==> src/rtl/seq_pkg.sv <==
// Shared definitions for the pattern-count serial path (transmitter and receiver).
package seq_pkg;

  localparam int unsigned SEQ_WIDTH   = 16;
  localparam int unsigned SEQ_CNT_W   = 3;
  localparam logic [2:0]  SEQ_PATTERN = 3'b101;

  typedef enum logic [1:0] {
    IDLE,
    SHIFT,
    DONE
  } seq_tx_state_t;

endpackage

==> src/rtl/seq_tx_if.sv <==
// Parallel word handshake into seq_tx: source drives din/in_valid, transmitter drives in_ready.
interface seq_tx_if
  import seq_pkg::*;
#(
  parameter int unsigned WIDTH = SEQ_WIDTH
) ();

  logic [WIDTH-1:0] din;
  logic             in_valid;
  logic             in_ready;

  modport master (output din, output in_valid, input in_ready);
  modport slave  (input din, input in_valid, output in_ready);

endinterface

==> src/rtl/seq_match_cnt.sv <==
// Counts overlapping SEQ_PATTERN occurrences in a bit stream; shared by transmitter and receiver.
module seq_match_cnt
  import seq_pkg::*;
#(
  parameter int unsigned CNT_W = SEQ_CNT_W
) (
  input  logic             clk,
  input  logic             rst_n,
  input  logic             clr,
  input  logic             bit_en,
  input  logic             bit_in,
  output logic [CNT_W-1:0] cnt
);

  // Only the two most recent bits are stored; the third is the incoming bit itself.
  logic [1:0]       r_hist;
  logic [1:0]       r_seen;
  logic [CNT_W-1:0] r_cnt;
  logic [2:0]       w_hist;
  logic             w_hit;

  always_comb begin
    w_hist = {r_hist, bit_in};
    w_hit  = (r_seen == 2'd2) && (w_hist == SEQ_PATTERN);
  end

  always_ff @(posedge clk or negedge rst_n) begin
    if (!rst_n) begin
      r_hist <= '0;
      r_seen <= '0;
      r_cnt  <= '0;
    end else if (clr) begin
      r_hist <= '0;
      r_seen <= '0;
      r_cnt  <= '0;
    end else if (bit_en) begin
      r_hist <= w_hist[1:0];
      if (r_seen != 2'd2) begin
        r_seen <= r_seen + 2'd1;
      end
      if (w_hit) begin
        r_cnt <= r_cnt + CNT_W'(1);
      end
    end
  end

  assign cnt = r_cnt;

endmodule

==> src/rtl/seq_tx.sv <==
// MSB-first serial transmitter with frame strobe and done pulse.
// Define SEQ_TX_CNT_EN to include the overlapping 101 match counter on the count output.
module seq_tx
  import seq_pkg::*;
#(
  parameter int unsigned WIDTH = SEQ_WIDTH,
  parameter int unsigned CNT_W = SEQ_CNT_W
) (
  input  logic             clk,
  input  logic             rst_n,
  seq_tx_if.slave          s_in,
  output logic             sout,
  output logic             sframe,
  output logic             done,
  output logic [CNT_W-1:0] count
);

  localparam int unsigned IDX_W = $clog2(WIDTH);

  seq_tx_state_t    r_state;
  seq_tx_state_t    w_next;
  logic [IDX_W-1:0] r_idx;
  logic [WIDTH-2:0] r_sh;
  logic             r_sout;
  logic             r_sframe;
  logic             r_done;
  logic             r_in_ready;
  logic             w_accept;
  logic             w_last;

  always_comb begin
    w_accept = r_in_ready & s_in.in_valid;
    w_last   = (r_idx == IDX_W'(WIDTH - 1));
    w_next   = r_state;
    case (r_state)
      IDLE:    if (w_accept) w_next = SHIFT;
      SHIFT:   if (w_last) w_next = DONE;
      DONE:    w_next = IDLE;
      default: w_next = IDLE;
    endcase
  end

  always_ff @(posedge clk or negedge rst_n) begin
    if (!rst_n) begin
      r_state <= IDLE;
    end else begin
      r_state <= w_next;
    end
  end

  // r_sout is the top stage of the shift register, so r_sh holds only the remaining WIDTH-1 bits.
  always_ff @(posedge clk or negedge rst_n) begin
    if (!rst_n) begin
      r_idx      <= '0;
      r_sh       <= '0;
      r_sout     <= 1'b0;
      r_sframe   <= 1'b0;
      r_done     <= 1'b0;
      r_in_ready <= 1'b1;
    end else begin
      r_sframe   <= (w_next == SHIFT);
      r_done     <= (w_next == DONE);
      r_in_ready <= (w_next == IDLE);
      if (w_accept) begin
        r_sh   <= s_in.din[WIDTH-2:0];
        r_sout <= s_in.din[WIDTH-1];
        r_idx  <= '0;
      end else if (r_state == SHIFT) begin
        r_idx  <= r_idx + IDX_W'(1);
        r_sout <= w_last ? 1'b0 : r_sh[WIDTH-2];
        r_sh   <= {r_sh[WIDTH-3:0], 1'b0};
      end else begin
        r_sout <= 1'b0;
      end
    end
  end

  assign sout          = r_sout;
  assign sframe        = r_sframe;
  assign done          = r_done;
  assign s_in.in_ready = r_in_ready;

`ifdef SEQ_TX_CNT_EN
  logic [CNT_W-1:0] w_cnt;

  seq_match_cnt #(
    .CNT_W(CNT_W)
  ) u_match_cnt (
    .clk   (clk),
    .rst_n (rst_n),
    .clr   (w_accept),
    .bit_en(r_sframe),
    .bit_in(r_sout),
    .cnt   (w_cnt)
  );

  assign count = w_cnt;
`else
  assign count = '0;
`endif

endmodule

==> src/flat_wrapper.sv <==
// flat-port wrapper written by rule: the top's interface ports become plain ports
module seq_tx_flat import seq_pkg::*;
#(
  parameter int unsigned WIDTH = SEQ_WIDTH,
  parameter int unsigned CNT_W = SEQ_CNT_W
)
  (clk, rst_n, sout, sframe, done, count, s_in_din, s_in_in_valid, s_in_in_ready);
  seq_tx_if #(.WIDTH(WIDTH)) s_in_i ();
  input  logic clk;
  input  logic rst_n;
  output logic sout;
  output logic sframe;
  output logic done;
  output logic [CNT_W-1:0] count;
  input wire logic [$bits(s_in_i.din)-1:0] s_in_din;
  input wire logic [$bits(s_in_i.in_valid)-1:0] s_in_in_valid;
  output wire logic [$bits(s_in_i.in_ready)-1:0] s_in_in_ready;
  assign s_in_i.din = s_in_din;
  assign s_in_i.in_valid = s_in_in_valid;
  assign s_in_in_ready = s_in_i.in_ready;
  seq_tx #(.WIDTH(WIDTH), .CNT_W(CNT_W)) u_core (.clk(clk), .rst_n(rst_n), .s_in(s_in_i), .sout(sout), .sframe(sframe), .done(done), .count(count));
endmodule
==> config.mk <==
export PLATFORM = sky130hd
export DESIGN_NAME = seq_tx_flat
export DESIGN_NICKNAME = d
export VERILOG_FILES = /design/src/rtl/seq_pkg.sv /design/src/rtl/seq_tx_if.sv /design/src/rtl/seq_match_cnt.sv /design/src/rtl/seq_tx.sv /design/src/flat_wrapper.sv
export SDC_FILE = /design/constraint.sdc
export NUM_CORES = 1
export LEC_CHECK = 0
export CORE_MARGIN = 10
export CORE_UTILIZATION = 41
export CTS_CLUSTER_DIAMETER = 30
export DETAILED_ROUTE_END_ITERATION = 12
export GPL_TIMING_DRIVEN = 0
export PLACE_DENSITY = 0.67
export SKIP_CTS_REPAIR_TIMING = 1
export SLEW_MARGIN = 25
export SYNTH_ARGS = -nofsm -noshare
export SYNTH_HDL_FRONTEND = slang
export SYNTH_SLANG_ARGS = --single-unit
==> constraint.sdc <==
create_clock -name clk -period 2.02 [get_ports clk]
set_clock_uncertainty 0.1 [all_clocks]
set_input_delay 0.202 -clock clk [delete_from_list [all_inputs] [get_ports clk]]
set_output_delay 0.202 -clock clk [all_outputs]
set_load 0.02 [all_outputs]
## Word level (Yosys, flattened, before mapping)

Cells that the tools add are included.

- Register bits: 25
- Input port bits: 19
- Output and inout port bits: 7

- Add/subtract/negate cells: 1
- Equal/unequal tests: 4
- Multiplexer cells: 10
- Bitwise logic cells: 1
- Reductions and logical operators: 3

Operators by type and width:

| operator | number |
|---|---|
| two-way mux 15 bit | 2 |
| two-way mux 4 bit | 2 |
| adder 4 x 1 -> 4 bit (second input constant) | 1 |
| == test 2 x 1 -> 1 bit (second input constant) | 2 |
| == test 4 bit (second input constant) | 1 |
| logical NOT 2 bit | 2 |
| two-way mux 2 bit | 2 |
| one-hot mux 2 bit (2 select lines) | 1 |
| two-way mux 1 bit | 3 |
| == test 2 bit (second input constant) | 1 |
| nonzero test 2 bit | 1 |
| bitwise AND 1 bit | 1 |

## Depth between registers and ports, before layout

- Depth in word-level cells: 4
- Gate-level depth with buffers: 5
- Depth with buffers taken out: 4

## Least setup slack after synthesis

Ideal clock, no wire load.

- Path type: reg-to-reg
- Start point: register u_core.r_in_ready (netlist: u_core.s_in.in_ready)
- End point: register u_core.r_sh[6]
- Setup time: 0.077 ns
- Arrival: 1.273 ns
- Data required time: 1.843 ns
- Path slack: 0.570 ns
- Stages on the path, launching flop included: 6
- Buffers on the path: 2
- Period minus slack after synthesis: 1.450 ns
- Cells stage by stage: dfstp_2 and2_1 buf_2 clkbuf_1 nand2_1 o21ai_1

- Cells in the longest elaborated chain, start to end: 2

RTL lines:

| element | RTL line | text |
|---|---|---|
| from (decl) | seq_tx.sv:27 | `logic r_in_ready;` |
| from (signal assigned) | seq_tx.sv:63 | `r_in_ready <= (w_next == IDLE);` |
| bitwise AND 1 bit (*) | seq_tx.sv:32 | `w_accept = r_in_ready & s_in.in_valid;` |
| two-way mux 15 bit or nonzero test 2 bit (tied branches) | n/a |  |
| to (signal assigned) | seq_tx.sv:65 | `r_sh <= s_in.din[WIDTH-2:0];` |
| to (signal assigned) | seq_tx.sv:71 | `r_sh <= {r_sh[WIDTH-3:0], 1'b0};` |
| to (decl) | seq_tx.sv:23 | `logic [WIDTH-2:0] r_sh;` |

Mark *: on every way between the ends. The rest lies on a longest branch, timed or not.
A chain may end at the register's enable or synchronous reset.

## Worst setup path after layout

- Start point: register u_core.r_in_ready (netlist: u_core.s_in.in_ready)
- End point: output s_in_in_ready

RTL lines:

| element | RTL line | text |
|---|---|---|
| to (decl) | flat_wrapper.sv:17 | `output wire logic [$bits(s_in_i.in_ready)-1:0] s_in_in_ready;` |

No word-level cell between the ends.

==> flow_summary_export.csv <==
group,metric,value,unit
critical_path,crit_buf_inv,1,
flow_run,maxCapViolations,0,
synthesis,ys.flop_type,"dfrtp_1",
final_layout,antenna_cells,0,
die,rows,19,
sta,period_share,0.866,
sta,fmax,572,MHz
die,chipWidth,72.6,µm
die,dieArea,5270,µm²
synthesis,yosysTopAreaCell,"dfrtp_1",
critical_path,cp-start-kind,"register",
power_and_ir_drop,powerDensity,1180,nW/µm²
synthesis,yosysTopAreaCellShare,0.530,
detailed_routing,via_count,830,
die,io_pins,26,
global_route,track_usage,0.0870,
power_and_ir_drop,p_leak,0.000689,µW
synthesis,syn-cell-area,1130,µm²
critical_path,crit_family,"buffers and inverters",
critical_path,worst_setup_path_end_kind,"output pin",
placed_design,hpwlAfterDp,1710,µm
critical_path,cp_data_arrival_time,1450,ps
sta,maxSlewViolCount,0,
final_layout,fillers,241,
power_and_ir_drop,ir_worst_vdd,0.000651,V
critical_path,critical_path_required,1720,ps
global_route,grt_pass1_wl,3680,µm
detailed_routing,routed_wl,2190,µm
clocking,cts-htree-levels,1,
sta,relSlewSlack,0.638,
detailed_routing,drt-initial-drc-count,60,
synthesis,synth_enable_flop_cells,0,
clocking,cts-buffers-inserted,3,
synthesis,synth.distinct_cells,24,
sta,tightestPinTransition,543,ps
synthesis,syn_area_per_cell,10.6,µm²
placed_design,io_buffers,22,
synthesis,ys_seq_area_frac,0.553,
critical_path,critPathMaxStageDelay,590,ps
critical_path,crit_path_max_fanout,2,
clocking,clk_path_buf_depth,2,
detailed_routing,avgRoutedWirePerCell,13.1,µm
clocking,cts_root_buf,"clkbuf_4",
sta,rsz0062_at_grt,"no",
global_route,grt_pass1_vias,853,
synthesis,syn_inst,107,
clocking,clkTransAtPathRegs,150,ps
sta,min_period,1750,ps
synthesis,ys_ff_latch,25,
global_route,grt_antenna_before_repair,0,
global_route,grt_max_degree,26,
synthesis,postSynth.asyncResetShare,1.00,
die,start_util,0.418,
clocking,tritoncts,"yes",
sta,setup_viol,0,
clocking,cts.sinks,25,
clocking,clkLatencyLatePin,320,ps
synthesis,yosysMostFrequentCell,"dfrtp_1",
synthesis,yosys_warnings,0,
synthesis,netlist_top_cells_count,"dfrtp_1, nand2_1, mux2i_1",
power_and_ir_drop,fin_total_pwr,1690,µW
sta,finalHoldViolCount,0,
detailed_routing,vias_per_cell,4.97,
die,core_area,2710,µm²
die,die_y,72.6,µm
final_layout,drive_gt1_frac,0.103,
synthesis,synthTopCellsByArea,"dfrtp_1, mux2i_1, nand2_1",
detailed_routing,detailedRoute.firstPassIterationCount,4,
detailed_routing,drc,0,
global_route,grt-ovfl-total,0,
final_layout,fin_nets,157,
outcome,status,"finished, final reports clean",
sta,fin_tns_setup,0,ps
critical_path,cpMaxStageDelayCell,"clkdlybuf4s50_1",
placed_design,gp_congestion,0.751,
detailed_routing,ant_nets,0,
final_layout,area_delta_synth_final,26.6,%
critical_path,crit_path_cell_trace,"clkdlybuf4s50_1",
min_path,min_path_type,"input pin to async pin",
critical_path,crit_type,"register to output pin",
[logic make-up (layout without fill, tap and decap cells)]
logic type / Yosys count / count (layout) / synth area share
xor gates and xnor gates: 2 / 2 / 0.0155
adders and majority gates: 1 / 1 / 0.0110
buffers and inverters: 10 / 37 / 0.0695
DFF: 25 / 25 / 0.553
AOI/OAI and AO/OA: 20 / 20 / 0.0905
muxes: 15 / 15 / 0.132
other: 1 / 3 / 0.00331
and+or+nand+nor: 33 / 33 / 0.125
[final timing paths]
path                                       from              endpoint  slack [ps]  cells after the start
setup / recovery           u_core.s_in.in_ready         s_in_in_ready         270                      1
setup reg to reg           u_core.s_in.in_ready        u_core.r_sh[6]         430                      5
hold reg to reg               u_core.r_state[1]         u_core.sframe         420                      1
min in group clk                    s_in_din[7]        u_core.r_sh[7]         300                      3
hold / removal                            rst_n       u_core.r_idx[0]         270                      2
max in group asynchronous                 rst_n  u_core.s_in.in_ready        1170                      2
[final cells by class]
cell class,instances,area [µm²],share of cell area
flip-flops and latches,25,627,0.437
well taps,31,38.8,0.0270
clock buffers,3,22.5,0.0157
clock inverters,1,7.51,0.00523
multi-input cells,74,435,0.303
plain buffers,10,78.8,0.0549
repair buffers,23,225,0.157
[flip-flops by register name (all words and copies together) (netlist names)]
register and flops:
u_core.sout 1, u_core.r_sh 15, u_core.r_idx 4, u_core.done 1, u_core.sframe 1, u_core.r_state 2
u_core.s_in.in_ready 1
[report_power, final]
group	leakage [µW]	internal (µW)	total (µW)	switching (µW)
Clock	0.0000139	75.5	225	150
Combinational	0.000361	341	657	316
Sequential	0.000314	695	809	114
[metrics by stage]
step	worst slack (ps)	cell area [µm²]	instances	utilization	hold WS, ps
after floorplan	570	1140	109	-	-194
after global placement	311	1400	162	0.517	391
after detailed placement	278	1400	162	0.515	120
after CTS	248	1430	166	0.526	-251
after global routing	205	1440	167	0.530	299
final	271	1440	167	0.530	274
[metal layers]
layer  wire length (µm)  track usage
met1                965       0.0984
met2               1030        0.144
met3                168       0.0313
met4                 17       0.0380
met5                  0            0
[cell usage in the layout (no fill, tap or decap), drive strengths merged]
master and count:
ha 1, dlygate4sd3 1, or3 1, xor2 1
nand2b 1, nor2b 1, dfstp 1, buf 9
clkdlybuf4s50 21, dfrtp 24, and2 1, xnor2 1
o21ai 17, conb 3, mux2i 15, nand3 3
clkinvlp 1, o21bai 1, a21oi 2, nand3b 1
clkbuf 5, nand2 19, nor2 6
(Power assumes the default switching activity.)
